**src/rtl/merlin_ibus_arbiter.sv**
```systemverilog
// Two-master instruction-bus arbiter. It forwards requests with zero added latency and
// steers responses back through an in-order ID tracker. Define MERLIN_IBUS_ARB_RR_EN for round-robin.
module merlin_ibus_arbiter #(
   parameter int C_OUTSTANDING_X = 2
) (
   input  logic        clk_i,
   input  logic        reset_i,
   input  logic        clk_en_i,
   input  logic        r0_ireqvalid_i,
   output logic        r0_ireqready_o,
   input  logic [1:0]  r0_ireqhpl_i,
   input  logic [31:0] r0_ireqaddr_i,
   input  logic        r0_irspready_i,
   output logic        r0_irspvalid_o,
   output logic        r0_irsprerr_o,
   output logic [31:0] r0_irspdata_o,
   input  logic        r1_ireqvalid_i,
   output logic        r1_ireqready_o,
   input  logic [1:0]  r1_ireqhpl_i,
   input  logic [31:0] r1_ireqaddr_i,
   input  logic        r1_irspready_i,
   output logic        r1_irspvalid_o,
   output logic        r1_irsprerr_o,
   output logic [31:0] r1_irspdata_o,
   input  logic        m_ireqready_i,
   output logic        m_ireqvalid_o,
   output logic [1:0]  m_ireqhpl_o,
   output logic [31:0] m_ireqaddr_o,
   output logic        m_irspready_o,
   input  logic        m_irspvalid_i,
   input  logic        m_irsprerr_i,
   input  logic [31:0] m_irspdata_i,
   output logic        err_unexp_rsp_o
);
   localparam int DEPTH = 1 << C_OUTSTANDING_X;

   logic [C_OUTSTANDING_X:0]   level_q;
   logic [C_OUTSTANDING_X-1:0] wr_ptr_q, rd_ptr_q;
   logic [DEPTH-1:0]           id_q;
   logic                       lock_q, lock_id_q, err_q;
   logic                       gnt, gnt_vld, empty, full, head, pop, push, issue_ok;
`ifdef MERLIN_IBUS_ARB_RR_EN
   logic                       rr_q;
`endif

   // A locked grant holds the stalled master so its address stays stable until accepted.
   always_comb begin
      if (lock_q)
         gnt = lock_id_q;
`ifdef MERLIN_IBUS_ARB_RR_EN
      else if (r0_ireqvalid_i & r1_ireqvalid_i)
         gnt = ~rr_q;
`endif
      else
         gnt = ~r0_ireqvalid_i & r1_ireqvalid_i;
   end

   assign empty    = (level_q == '0);
   assign full     = (level_q == (C_OUTSTANDING_X+1)'(DEPTH));
   assign head     = id_q[rd_ptr_q];

   // Responses with nothing outstanding are sunk so they cannot stall the memory side.
   assign m_irspready_o  = empty | (head ? r1_irspready_i : r0_irspready_i);
   assign pop            = m_irspvalid_i & m_irspready_o & ~empty;
   assign issue_ok       = ~full | pop;

   assign gnt_vld        = gnt ? r1_ireqvalid_i : r0_ireqvalid_i;
   assign m_ireqvalid_o  = gnt_vld & issue_ok;
   assign m_ireqaddr_o   = gnt ? r1_ireqaddr_i : r0_ireqaddr_i;
   assign m_ireqhpl_o    = gnt ? r1_ireqhpl_i  : r0_ireqhpl_i;
   assign r0_ireqready_o = ~gnt & m_ireqready_i & issue_ok;
   assign r1_ireqready_o =  gnt & m_ireqready_i & issue_ok;
   assign push           = m_ireqvalid_o & m_ireqready_i;

   assign r0_irspvalid_o  = m_irspvalid_i & ~empty & ~head;
   assign r1_irspvalid_o  = m_irspvalid_i & ~empty &  head;
   assign r0_irsprerr_o   = m_irsprerr_i;
   assign r1_irsprerr_o   = m_irsprerr_i;
   assign r0_irspdata_o   = m_irspdata_i;
   assign r1_irspdata_o   = m_irspdata_i;
   assign err_unexp_rsp_o = err_q;

   always_ff @(posedge clk_i or posedge reset_i) begin
      if (reset_i) begin
         level_q   <= '0;
         wr_ptr_q  <= '0;
         rd_ptr_q  <= '0;
         id_q      <= '0;
         lock_q    <= 1'b0;
         lock_id_q <= 1'b0;
         err_q     <= 1'b0;
`ifdef MERLIN_IBUS_ARB_RR_EN
         rr_q      <= 1'b0;
`endif
      end else if (clk_en_i) begin
         if (push) begin
            id_q[wr_ptr_q] <= gnt;
            wr_ptr_q       <= wr_ptr_q + 1'b1;
         end
         if (pop)
            rd_ptr_q <= rd_ptr_q + 1'b1;
         if (push & ~pop)
            level_q <= level_q + 1'b1;
         else if (pop & ~push)
            level_q <= level_q - 1'b1;
         // Lock drops on acceptance or when the locked master withdraws its request.
         lock_q <= gnt_vld & ~push;
         if (gnt_vld & ~push)
            lock_id_q <= gnt;
         if (m_irspvalid_i & empty)
            err_q <= 1'b1;
`ifdef MERLIN_IBUS_ARB_RR_EN
         if (push)
            rr_q <= gnt;
`endif
      end
   end
endmodule
```
**config.mk**
```make
export PLATFORM = sky130hd
export DESIGN_NAME = merlin_ibus_arbiter
export DESIGN_NICKNAME = d
export VERILOG_FILES = /design/src/rtl/merlin_ibus_arbiter.sv
export SDC_FILE = /design/constraint.sdc
export NUM_CORES = 1
export LEC_CHECK = 0
export CORE_MARGIN = 10
export CORE_UTILIZATION = 28
export CTS_CLUSTER_DIAMETER = 60
export DETAILED_ROUTE_END_ITERATION = 12
export PLACE_DENSITY = 0.87
export SLEW_MARGIN = 10
export SYNTH_ARGS = -nofsm -noshare
export SYNTH_HDL_FRONTEND = slang
export SYNTH_SLANG_ARGS = --single-unit
```
**constraint.sdc**
```tcl
create_clock -name clk_i -period 8.5 [get_ports clk_i]
set_clock_uncertainty 0.1 [all_clocks]
set_input_delay 1.275 -clock clk_i [delete_from_list [all_inputs] [get_ports clk_i]]
set_output_delay 1.275 -clock clk_i [all_outputs]
set_load 0.05 [all_outputs]
```
* Yosys cells after proc, flatten, opt, wreduce, memory -nomap -nowiden
Cells that the tools add are included.
** Storage, ports and cells
- Register bits after elaboration :: 14
** Cells by class
- Add/subtract/negate cells :: 4
- Equal/unequal tests :: 1
- Reductions and logical operators :: 8
- $lt $le $gt $ge :: 3
- Multiplexer cells :: 12
- Bitwise gates (word level) :: 25
** Operators with widths (number)
- $mux W32 :: 1
- $and A1 B1 Y1 :: 16
- $reduce_and A2 Y1 :: 5
- $not A1 Y1 :: 7
- $lt A2 B3 Y1 const B :: 2
- $mux W3 :: 2
- $mux W1 :: 5
- $add A2 B1 Y2 const B :: 2
- $bwmux W4 :: 1
- $add A3 B1 Y3 const B :: 1
- $eq A3 B3 Y1 const B :: 1
- $logic_not A3 Y1 :: 1
- $sub A3 B1 Y3 const B :: 1
- $bmux W1 S2 :: 1
- $demux W1 S2 :: 1
- $ge A2 B1 Y1 const B :: 1
- $mux W2 :: 1
- $or A1 B1 Y1 :: 2
- $reduce_bool A2 Y1 :: 1
- $logic_and A1 B1 Y1 :: 1

* Logic depth before layout (Yosys ltp)
Gate-level depths: netlist of run 1.
- Depth after elaboration :: 13
- Mapped depth :: 12
- Gate-level depth less buffers :: 11

* Worst setup path after synthesis of run 1
No wires, ideal clock.
- Path type :: input-to-output
- From :: in r0_ireqvalid_i
- To :: out r0_ireqready_o
- Stages on the path :: 5
- Path slack :: 4.592 ns
- Data arrival time :: 2.533 ns
- Cells stage by stage :: nor2_1 -> a22o_1 -> clkbuf_1 -> clkbuf_1 -> nor2_1
** On the way
- Longest elaborated chain between the ends :: 6
** RTL lines
- start: declaration :: line 9 : input logic r0_ireqvalid_i,
- $not A1 Y1 :: line 55 : gnt = ~r0_ireqvalid_i & r1_ireqvalid_i;
- $and A1 B1 Y1 :: line 55
- $mux W1 :: line 48 : if (lock_q)
- $not A1 Y1 :: line 71 : assign r0_ireqready_o = ~gnt & m_ireqready_i & issue_ok;
- $and A1 B1 Y1 (2 in series) :: line 71
- end: declaration :: line 10 : output logic r0_ireqready_o,
No other way between the ends.

* Worst setup path after layout of run 1
- From :: in m_irspvalid_i
- To :: out r0_ireqready_o
** On the way
- Longest elaborated chain between the ends :: 4
** RTL lines
- start: declaration :: line 30 : input logic m_irspvalid_i,
- $and A1 B1 Y1 (2 in series) :: line 64 : assign pop = m_irspvalid_i & m_irspready_o & ~empty;
- $or A1 B1 Y1 :: line 65 : assign issue_ok = ~full | pop;
- $and A1 B1 Y1 :: line 71
No other way between the ends.

==> flow_metrics.env, run 1 <==
export IMPL_nets=418
export IMPL_via_count=1678
export IMPL_place_congestion=0.759
export IMPL_min_path_type="reg -> reg"
export IMPL_r2r_start="rd_ptr_q[0]"
export IMPL_critPathMaxStageDelay_ns=0.83
export IMPL_synth_top_family_by_area="buffers and inverters"
export IMPL_synth_top_flop_cell="dfrtp_1"
export IMPL_cp_slowest_cell="clkdlybuf4s50_1"
export IMPL_dieArea_um2=9720
export IMPL_pin_count=217
export IMPL_setup_viol=0
export IMPL_tightest_slew_ns=0.530
export IMPL_hold_violations=0
export IMPL_synth_simple_area_share_pct=27.4
export IMPL_first_iter_violations=26
export IMPL_drt_total_wl_um=5860
export IMPL_cts_resized=0
export IMPL_start_util_pct=29.0
export IMPL_slew_viol_final=0
export IMPL_cts_buffers_inserted=3
export IMPL_synth_edff_count=0
export IMPL_first_global_vias=1851
export IMPL_synth_compound_gate_area_share_pct=7.60
export IMPL_yosys_area_top_type="buf_4"
export IMPL_syn_nets=370
export IMPL_r2r_end="level_q[2]"
export IMPL_synth_most_common_cell="nand2_1"
export IMPL_min_to="err_unexp_rsp_o"
export IMPL_synth_common_cells="110 x nand2_1, 67 x buf_4, 14 x dfrtp_1"
export IMPL_critPathMaxFanout=12
export IMPL_grt_usage_pct=11.4
export IMPL_arrival_ns=3.50
export IMPL_ir_drop_mv=0.168
export IMPL_clock_latency_ns=0.25
export IMPL_n_antenna_cell=0
export IMPL_rsz0062_at_grt="no"
export IMPL_ys_seq_elements=14
export IMPL_ys_warn_count=0
export IMPL_synth_xor_area_share_pct=3.04
export IMPL_clock_fmax_mhz=205
export IMPL_crit_path_end_kind="output port"
export IMPL_synth_top_area_share_pct=29.1
export IMPL_holdBufCountCts=0
export IMPL_ys_types=30
export IMPL_die_y_um=98.6
export IMPL_overflow=0
export IMPL_fin_setup_tns_ns=0
export IMPL_core_um2=5960
export IMPL_grt_max_degree=40
export IMPL_die_w_um=98.6
export IMPL_status="complete, no violations"
export IMPL_leakage_nw=1.15
export IMPL_clk_pin_slew_ns=0.06
export IMPL_synth_area_um2=1730
export IMPL_drive_gt1_share_pct=4.32
export IMPL_required_ns=7.12
export IMPL_relSlewSlack_pct=64.6
export IMPL_cts_tree="built"
export IMPL_worstSetupPathType="in -> out"
export IMPL_fin_util_pct=42.5
export IMPL_rr_worst_depth=11
export IMPL_antenna_found_initial=0
export IMPL_dp_hpwl_um=4940
export IMPL_start_kind="primary input"
export IMPL_ys_async_sr_fraction_pct=100
export IMPL_synthMuxAreaShare_pct=4.63
export IMPL_io_buffer_count=117
export IMPL_whs_path_depth=1
export IMPL_reg2reg_slack_ns=5.31
export IMPL_min_from="err_unexp_rsp_o"
export IMPL_synth_area_per_cell_um2=6.81
export IMPL_drcViolationCount=0
export IMPL_dr_pass1_iters=4
export IMPL_synthAdderAreaFrac_pct=4.78
export IMPL_period_minus_slack_ns=4.87
export IMPL_htree_levels=1
export IMPL_period_share_pct=57.3
export IMPL_cts_sinks=14
export IMPL_p_per_area_nw_per_um2=266
export IMPL_cts_root_buf="clkbuf_8"
export IMPL_yosys_top_cells_area="buf_4 29%, nand2_1 24%, dfrtp_1 20%"
export IMPL_wl_per_cell_um=15.6
export IMPL_synthToLayoutAreaGrowth_pct=46.5
export IMPL_grt_pass1_wl_um=9170
export IMPL_syn_inst=254
export IMPL_whs_ns=0.383
export IMPL_cap_violations=0
export IMPL_avgViaCountPerCell=4.46
export IMPL_antenna_left=0
export IMPL_path_cells="clkdlybuf4s50_1 -> nand2_1 -> o211ai_2 -> nand2_1 -> nor2_1 -> clkdlybuf4s50_1"
export IMPL_fill_cells=567
export IMPL_yosysSeqAreaShare_pct=20.3
export IMPL_row_count=28
export IMPL_cts_setup_buffers=0
export IMPL_cts_buffer_depth=2
## cells in the final DEF, fill, tap and decap left out, types with 2 or more instances in the layout
cell type,n
inv_1,6
a41oi_1,4
clkbuf_8,4
a31oi_1,4
dfrtp_1,14
nand2_1,110
clkdlybuf4s50_1,117
o21ai_0,2
nor2_1,8
buf_4,2
mux2_2,2
ha_1,5
xnor2_1,5
## area by class of cell
type | instances | area [µm²] | area share [%]
inverter | 6 | 22.5 | 0.889
clock buffer | 4 | 55.1 | 2.17
sequential | 14 | 350 | 13.8
tap | 75 | 93.8 | 3.71
timing repair buffer | 119 | 1190 | 46.8
multi-input combinational | 158 | 825 | 32.6
## stage by stage
| step | setup WS (ns) | instances | power [mW] | instance area [µm²] |
|---|---|---|---|---|
| 2_1_floorplan | 4.59 | 254 | 0.527 | 1730 |
| 3_3_place_gp | 3.67 | 372 | 0.596 | 2480 |
| 3_5_place_dp | 3.60 | 372 | 0.611 | 2480 |
| 4_1_cts | 3.59 | 376 | 0.678 | 2530 |
| 5_1_grt | 3.49 | 376 | 0.716 | 2530 |
| 6_report | 3.63 | 376 | 0.673 | 2530 |
## worst max path at each step
stage	endpoint	startpoint	slack, ns	cells after the start
3_3_place_gp	r1_ireqready_o	m_irspvalid_i	3.67	6
6_report	r0_ireqready_o	m_irspvalid_i	3.63	6
3_5_place_dp	r0_ireqready_o	m_irspvalid_i	3.60	6
4_1_cts	r0_ireqready_o	r0_irspready_i	3.59	6
2_1_floorplan	r0_ireqready_o	r0_ireqvalid_i	4.59	5
5_1_grt	r0_ireqready_o	m_irspvalid_i	3.49	6
## worst max-delay path: cells and delay by family
family	cells	cell delay, ns
buffers and inverters	2	1.32
AND/OR/NAND/NOR	3	0.45
AO/OA/AOI/OAI	1	0.44
## per-layer routing
layer  vias to the layer above  part of all wire, %  GRT usage, %
met2                       104                   51          21.0
met4                         0                  2.9          4.96
met3                        21                   13          6.22
met5                         -                    0             0
li1                        827                    -             -
met1                       726                   34          9.82
## kinds of logic (layout without fill, tap and decap cells)
family / count (synthesis) / in the layout
adders and majority gates: 6 / 6
xor gates and xnor gates: 6 / 6
AOI/OAI and AO/OA: 17 / 17
muxes: 6 / 6
and+or+nand+nor: 123 / 123
DFF: 14 / 14
buffers and inverters: 82 / 129
## sequential cells by signal (all words and copies together) (netlist names)
signal and cells:
wr_ptr_q 2, rd_ptr_q 2, level_q 3, lock_q 1, lock_id_q 1, id_q 4
err_unexp_rsp_o 1
## report_power, final
part	internal (mW)	total (mW)	switching, mW
Clock	0.0411	0.0655	0.0245
Combinational	0.185	0.476	0.291
Sequential	0.0991	0.131	0.0321
No activity file was read; power rests on OpenSTA's default activity.
==> run 2, diff against run 1 <==
CORE_UTILIZATION = 26   (was 28)
PLACE_DENSITY = 0.81   (was 0.87)
clock period = 5 ns   (was 8.5 ns; I/O delays follow)
==> run 2 against run 1 <==
Against the previous run: power increased by 70%; routed wire length is 7.1% higher; via count shrank 0.12%; register-to-register slack lost 3.5 ns; die area is 6.1% higher; highest routed layer unchanged.
==> flow_metrics.env, run 2 (same netlist as run 1, synthesis figures left out) <==
export IMPL_instances_no_fill=379
export IMPL_period_minus_slack_ns=3.86
export IMPL_cp_slowest_cell="clkdlybuf4s50_1"
export IMPL_avgViaCountPerCell=4.42
export IMPL_regMostFlops="id_q"
export IMPL_core_um2=6420
export IMPL_multi_input_area_um2=825
export IMPL_grt_usage_pct=11.3
export IMPL_required_ns=4.15
export IMPL_io_buffer_count=117
export IMPL_critPathMaxStageDelay_ns=0.81
export IMPL_largest_reg_flops=4
export IMPL_clock_latency_ns=0.24
export IMPL_top_regs="id_q (4), level_q (3)"
export IMPL_dieArea_um2=10300
export IMPL_layout_common_cells="117 x clkdlybuf4s50_1, 110 x nand2_1, 14 x dfrtp_1"
export IMPL_seq_area_um2=350
export IMPL_path_cells="mux4_2 -> mux2i_2 -> o211ai_2 -> nand2_1 -> nor2_1 -> clkdlybuf4s50_1"
export IMPL_clock_fmax_mhz=259
export IMPL_die_y_um=102
export IMPL_grt_pass1_wl_um=9340
export IMPL_cts_buffer_depth=2
export IMPL_cap_violations=0
export IMPL_reg2reg_slack_ns=1.82
export IMPL_holdBufCountCts=0
export IMPL_cts_sinks=14
export IMPL_synthToLayoutAreaGrowth_pct=47.0
export IMPL_power_mw=1.14
export IMPL_setup_ws_ns=1.14
export IMPL_drt_total_wl_um=6270
export IMPL_slew_viol_final=0
export IMPL_ir_drop_mv=0.146
export IMPL_first_global_vias=1835
export IMPL_tightest_slew_ns=0.564
export IMPL_min_path_type="reg -> reg"
export IMPL_n_antenna_cell=0
export IMPL_drive_gt1_share_pct=4.64
export IMPL_dr_pass1_iters=4
export IMPL_nets=419
export IMPL_placed_cells=375
export IMPL_status="complete, no violations"
export IMPL_relSlewSlack_pct=62.4
export IMPL_critPathMaxFanout=12
export IMPL_htree_levels=1
export IMPL_wl_per_cell_um=16.5
export IMPL_fin_setup_tns_ns=0
export IMPL_place_congestion=0.770
export IMPL_cts_buffers_inserted=3
export IMPL_period_share_pct=77.3
export IMPL_grt_max_degree=36
export IMPL_cts_resized=0
export IMPL_die_w_um=102
export IMPL_rsz0062_at_grt="no"
export IMPL_overflow=0
export IMPL_first_iter_violations=31
export IMPL_antenna_left=0
export IMPL_crit_path_end_kind="output port"
export IMPL_cts_tree="built"
export IMPL_cts_setup_buffers=0
export IMPL_via_count=1676
export IMPL_antenna_found_initial=0
export IMPL_start_kind="flip-flop"
export IMPL_drcViolationCount=0
export IMPL_fill_cells=645
export IMPL_leakage_nw=1.15
export IMPL_row_count=29
export IMPL_start_util_pct=26.9
export IMPL_setup_viol=0
export IMPL_clk_pin_slew_ns=0.06
export IMPL_p_per_area_nw_per_um2=449
export IMPL_arrival_ns=3.01
export IMPL_hold_violations=0
export IMPL_dpl_worst_slack_ns=1.23
export IMPL_cts_root_buf="clkbuf_8"
export IMPL_dp_hpwl_um=5430
export IMPL_pin_count=217
export IMPL_fin_util_pct=39.6
export IMPL_worstSetupPathType="reg -> out"
export IMPL_layout_cells_most_common="clkdlybuf4s50_1"
run 2: cell types whose count changed in the layout (fill, tap and decap cells not counted), sizes merged:
| cell | change |
|---|---|
| buf | +1 |
run 2: worst paths after layout:
check,from,end,cells past startpoint
min in group asynchronous,reset_i,level_q[0],2
worst min-delay path,err_unexp_rsp_o,err_unexp_rsp_o,1
worst max-delay path,rd_ptr_q[0],r0_ireqready_o,6
worst max register to register,rd_ptr_q[0],level_q[2],11
max in group asynchronous,reset_i,rd_ptr_q[1],2
worst min register to register,err_unexp_rsp_o,err_unexp_rsp_o,1
run 2: metal layers:
| layer | share of wire, % | up-vias | track usage [%] |
|---|---|---|---|
| li1 | - | 823 | - |
| met1 | 33 | 724 | 9.99 |
| met2 | 49 | 123 | 19.9 |
| met3 | 16 | 6 | 8.58 |
| met4 | 0.81 | 0 | 2.97 |
| met5 | 0 | - | 0 |
run 2: area by class of cell:
class | instances | area share (%)
timing repair buffer | 120 | 46.9
multi-input combinational | 158 | 32.4
sequential | 14 | 13.8
tap | 77 | 3.79
clock buffer | 4 | 2.17
inverter | 6 | 0.886
run 2: where the power goes:
| part | total (mW) | switching (mW) | internal (mW) |
|---|---|---|---|
| clock network | 0.111 | 0.0410 | 0.0697 |
| logic | 0.811 | 0.495 | 0.316 |
| registers | 0.220 | 0.0519 | 0.168 |
| total | 1.14 | 0.588 | 0.554 |
run 2: worst max-delay path, delay by kind of cell (launching register included):
family	cells	cell delay (ns)
flip-flops	1	0.40
multiplexers	2	0.77
AO/OA/AOI/OAI	1	0.48
AND/OR/NAND/NOR	2	0.30
buffers and inverters	1	0.81
run 2: metrics by stage:
| stage | instance area, µm² | hold WS (ns) |
|---|---|---|
| floorplan | 1730 | 0.353 |
| global placement | 2490 | 0.357 |
| detailed placement | 2490 | 0.374 |
| CTS | 2540 | 0.387 |
| global route | 2540 | 0.422 |
| finish | 2540 | 0.378 |
==> run 3, diff against run 2 <==
CORE_UTILIZATION = 24   (was 26)
PLACE_DENSITY = 0.79   (was 0.81)
clock period = 3.4 ns   (was 5 ns; I/O delays follow)
==> run 3 against run 2 <==
Against the previous run: core utilization up 2.3 points; die area up 6.7%; sequential power up 47%; sequential share of layout area down 1.7 points; final cell count up 5.0%; combinational power up 73%; first-iteration DRC count up 16%; power up 63%; clock power up 22%; highest routed layer unchanged.
==> flow_metrics.env, run 3 (same netlist as run 1, synthesis figures left out) <==
export IMPL_min_path_type="reg -> reg"
export IMPL_pin_count=217
export IMPL_drive_gt1_share_pct=16.9
export IMPL_clock_latency_ns=0.25
export IMPL_htree_levels=1
export IMPL_period_minus_slack_ns=2.90
export IMPL_regMostFlops="id_q"
export IMPL_fill_cells=677
export IMPL_multi_input_area_um2=825
export IMPL_ir_drop_mv=0.210
export IMPL_avgViaCountPerCell=4.26
export IMPL_seq_area_um2=350
export IMPL_wl_per_cell_um=15.5
export IMPL_n_antenna_cell=0
export IMPL_whs_path_depth=1
export IMPL_power_mw=1.86
export IMPL_placed_cell_area_um2=2850
export IMPL_required_ns=2.79
export IMPL_worstSetupPathType="reg -> out"
export IMPL_drcViolationCount=0
export IMPL_antenna_found_initial=0
export IMPL_cap_violations=0
export IMPL_row_count=30
export IMPL_tightest_slew_ns=0.532
export IMPL_arrival_ns=2.29
export IMPL_crit_path_end_kind="output port"
export IMPL_cts_resized=0
export IMPL_dp_hpwl_um=5490
export IMPL_core_um2=6910
export IMPL_antenna_left=0
export IMPL_clock_fmax_mhz=345
export IMPL_die_y_um=105
export IMPL_drt_total_wl_um=6180
export IMPL_fin_setup_tns_ns=0
export IMPL_dieArea_um2=11000
export IMPL_cts_root_buf="clkbuf_8"
export IMPL_period_share_pct=85.2
export IMPL_start_kind="flip-flop"
export IMPL_top_regs="id_q (4), level_q (3)"
export IMPL_cts_setup_buffers=0
export IMPL_cts_buffers_inserted=3
export IMPL_hold_violations=0
export IMPL_final_area_um2=2890
export IMPL_grt_usage_pct=10.6
export IMPL_start_util_pct=25.0
export IMPL_layout_cells_most_common="nand2_1"
export IMPL_cts_buffer_depth=2
export IMPL_place_congestion=0.769
export IMPL_cts_sinks=14
export IMPL_setup_viol=0
export IMPL_die_w_um=105
export IMPL_overflow=0
export IMPL_cts_tree="built"
export IMPL_nets=420
export IMPL_holdBufCountCts=0
export IMPL_first_global_vias=1795
export IMPL_first_iter_violations=36
export IMPL_rsz0062_at_grt="no"
export IMPL_via_count=1694
export IMPL_relSlewSlack_pct=64.5
export IMPL_grt_pass1_wl_um=9590
export IMPL_synthToLayoutAreaGrowth_pct=67.3
export IMPL_io_buffer_count=117
export IMPL_rr_worst_depth=11
export IMPL_leakage_nw=1.34
export IMPL_clk_pin_slew_ns=0.06
export IMPL_largest_reg_flops=4
export IMPL_reg2reg_slack_ns=0.65
export IMPL_p_per_area_nw_per_um2=642
export IMPL_layout_common_cells="110 x nand2_1, 80 x clkdlybuf4s50_1, 34 x buf_12"
export IMPL_status="complete, no violations"
export IMPL_dr_pass1_iters=4
export IMPL_grt_max_degree=35
export IMPL_critPathMaxFanout=3
export IMPL_slew_viol_final=0
## run 3: routing by layer
layer  up-vias  GRT usage [%]  share of wire (%)
li1        825              -                  -
met1       727           9.52                 33
met2       129           18.2                 49
met3        13           8.35                 18
met4         0           2.35                1.1
met5         -              0                  0
## run 3: worst paths after layout
| kind | startpoint | to |
|---|---|---|
| max | rd_ptr_q[0] | m_irspready_o |
| min | err_unexp_rsp_o | err_unexp_rsp_o |
| max reg2reg | rd_ptr_q[0] | level_q[2] |
| min reg2reg | err_unexp_rsp_o | err_unexp_rsp_o |
| max in group asynchronous | reset_i | lock_q |
| min in group asynchronous | reset_i | err_unexp_rsp_o |
## run 3: metrics by stage
| step | hold slack [ns] | utilization (%) | cells | worst slack (ns) |
|---|---|---|---|---|
| after detailed placement | 0.371 | 41.3 | 395 | 0.641 |
| after global routing | 0.414 | 41.9 | 398 | 0.432 |
| after CTS | 0.387 | 41.9 | 398 | 0.480 |
| after floorplan | 0.299 | - | 254 | 0.547 |
| final | 0.382 | 41.9 | 398 | 0.503 |
| after global placement | 0.359 | 41.3 | 395 | 0.738 |
## run 3: final cells by class
| type | count | area share, % |
|---|---|---|
| timing repair buffer | 121 | 53.0 |
| multi-input combinational | 158 | 28.5 |
| sequential | 14 | 12.1 |
| tap | 96 | 4.15 |
| clock buffer | 3 | 1.43 |
| inverter | 6 | 0.779 |
## run 3: report_power, final
part	internal, mW	switching [mW]
logic	0.629	0.771
clock network	0.0783	0.0563
registers	0.248	0.0756
## run 3: critical path, stage by stage, from the launching register on
cell	delay, ns
dfrtp_1	0.39
mux4_2	0.57
mux2i_2	0.20
nand2_1	0.07
clkdlybuf4s50_1	0.81
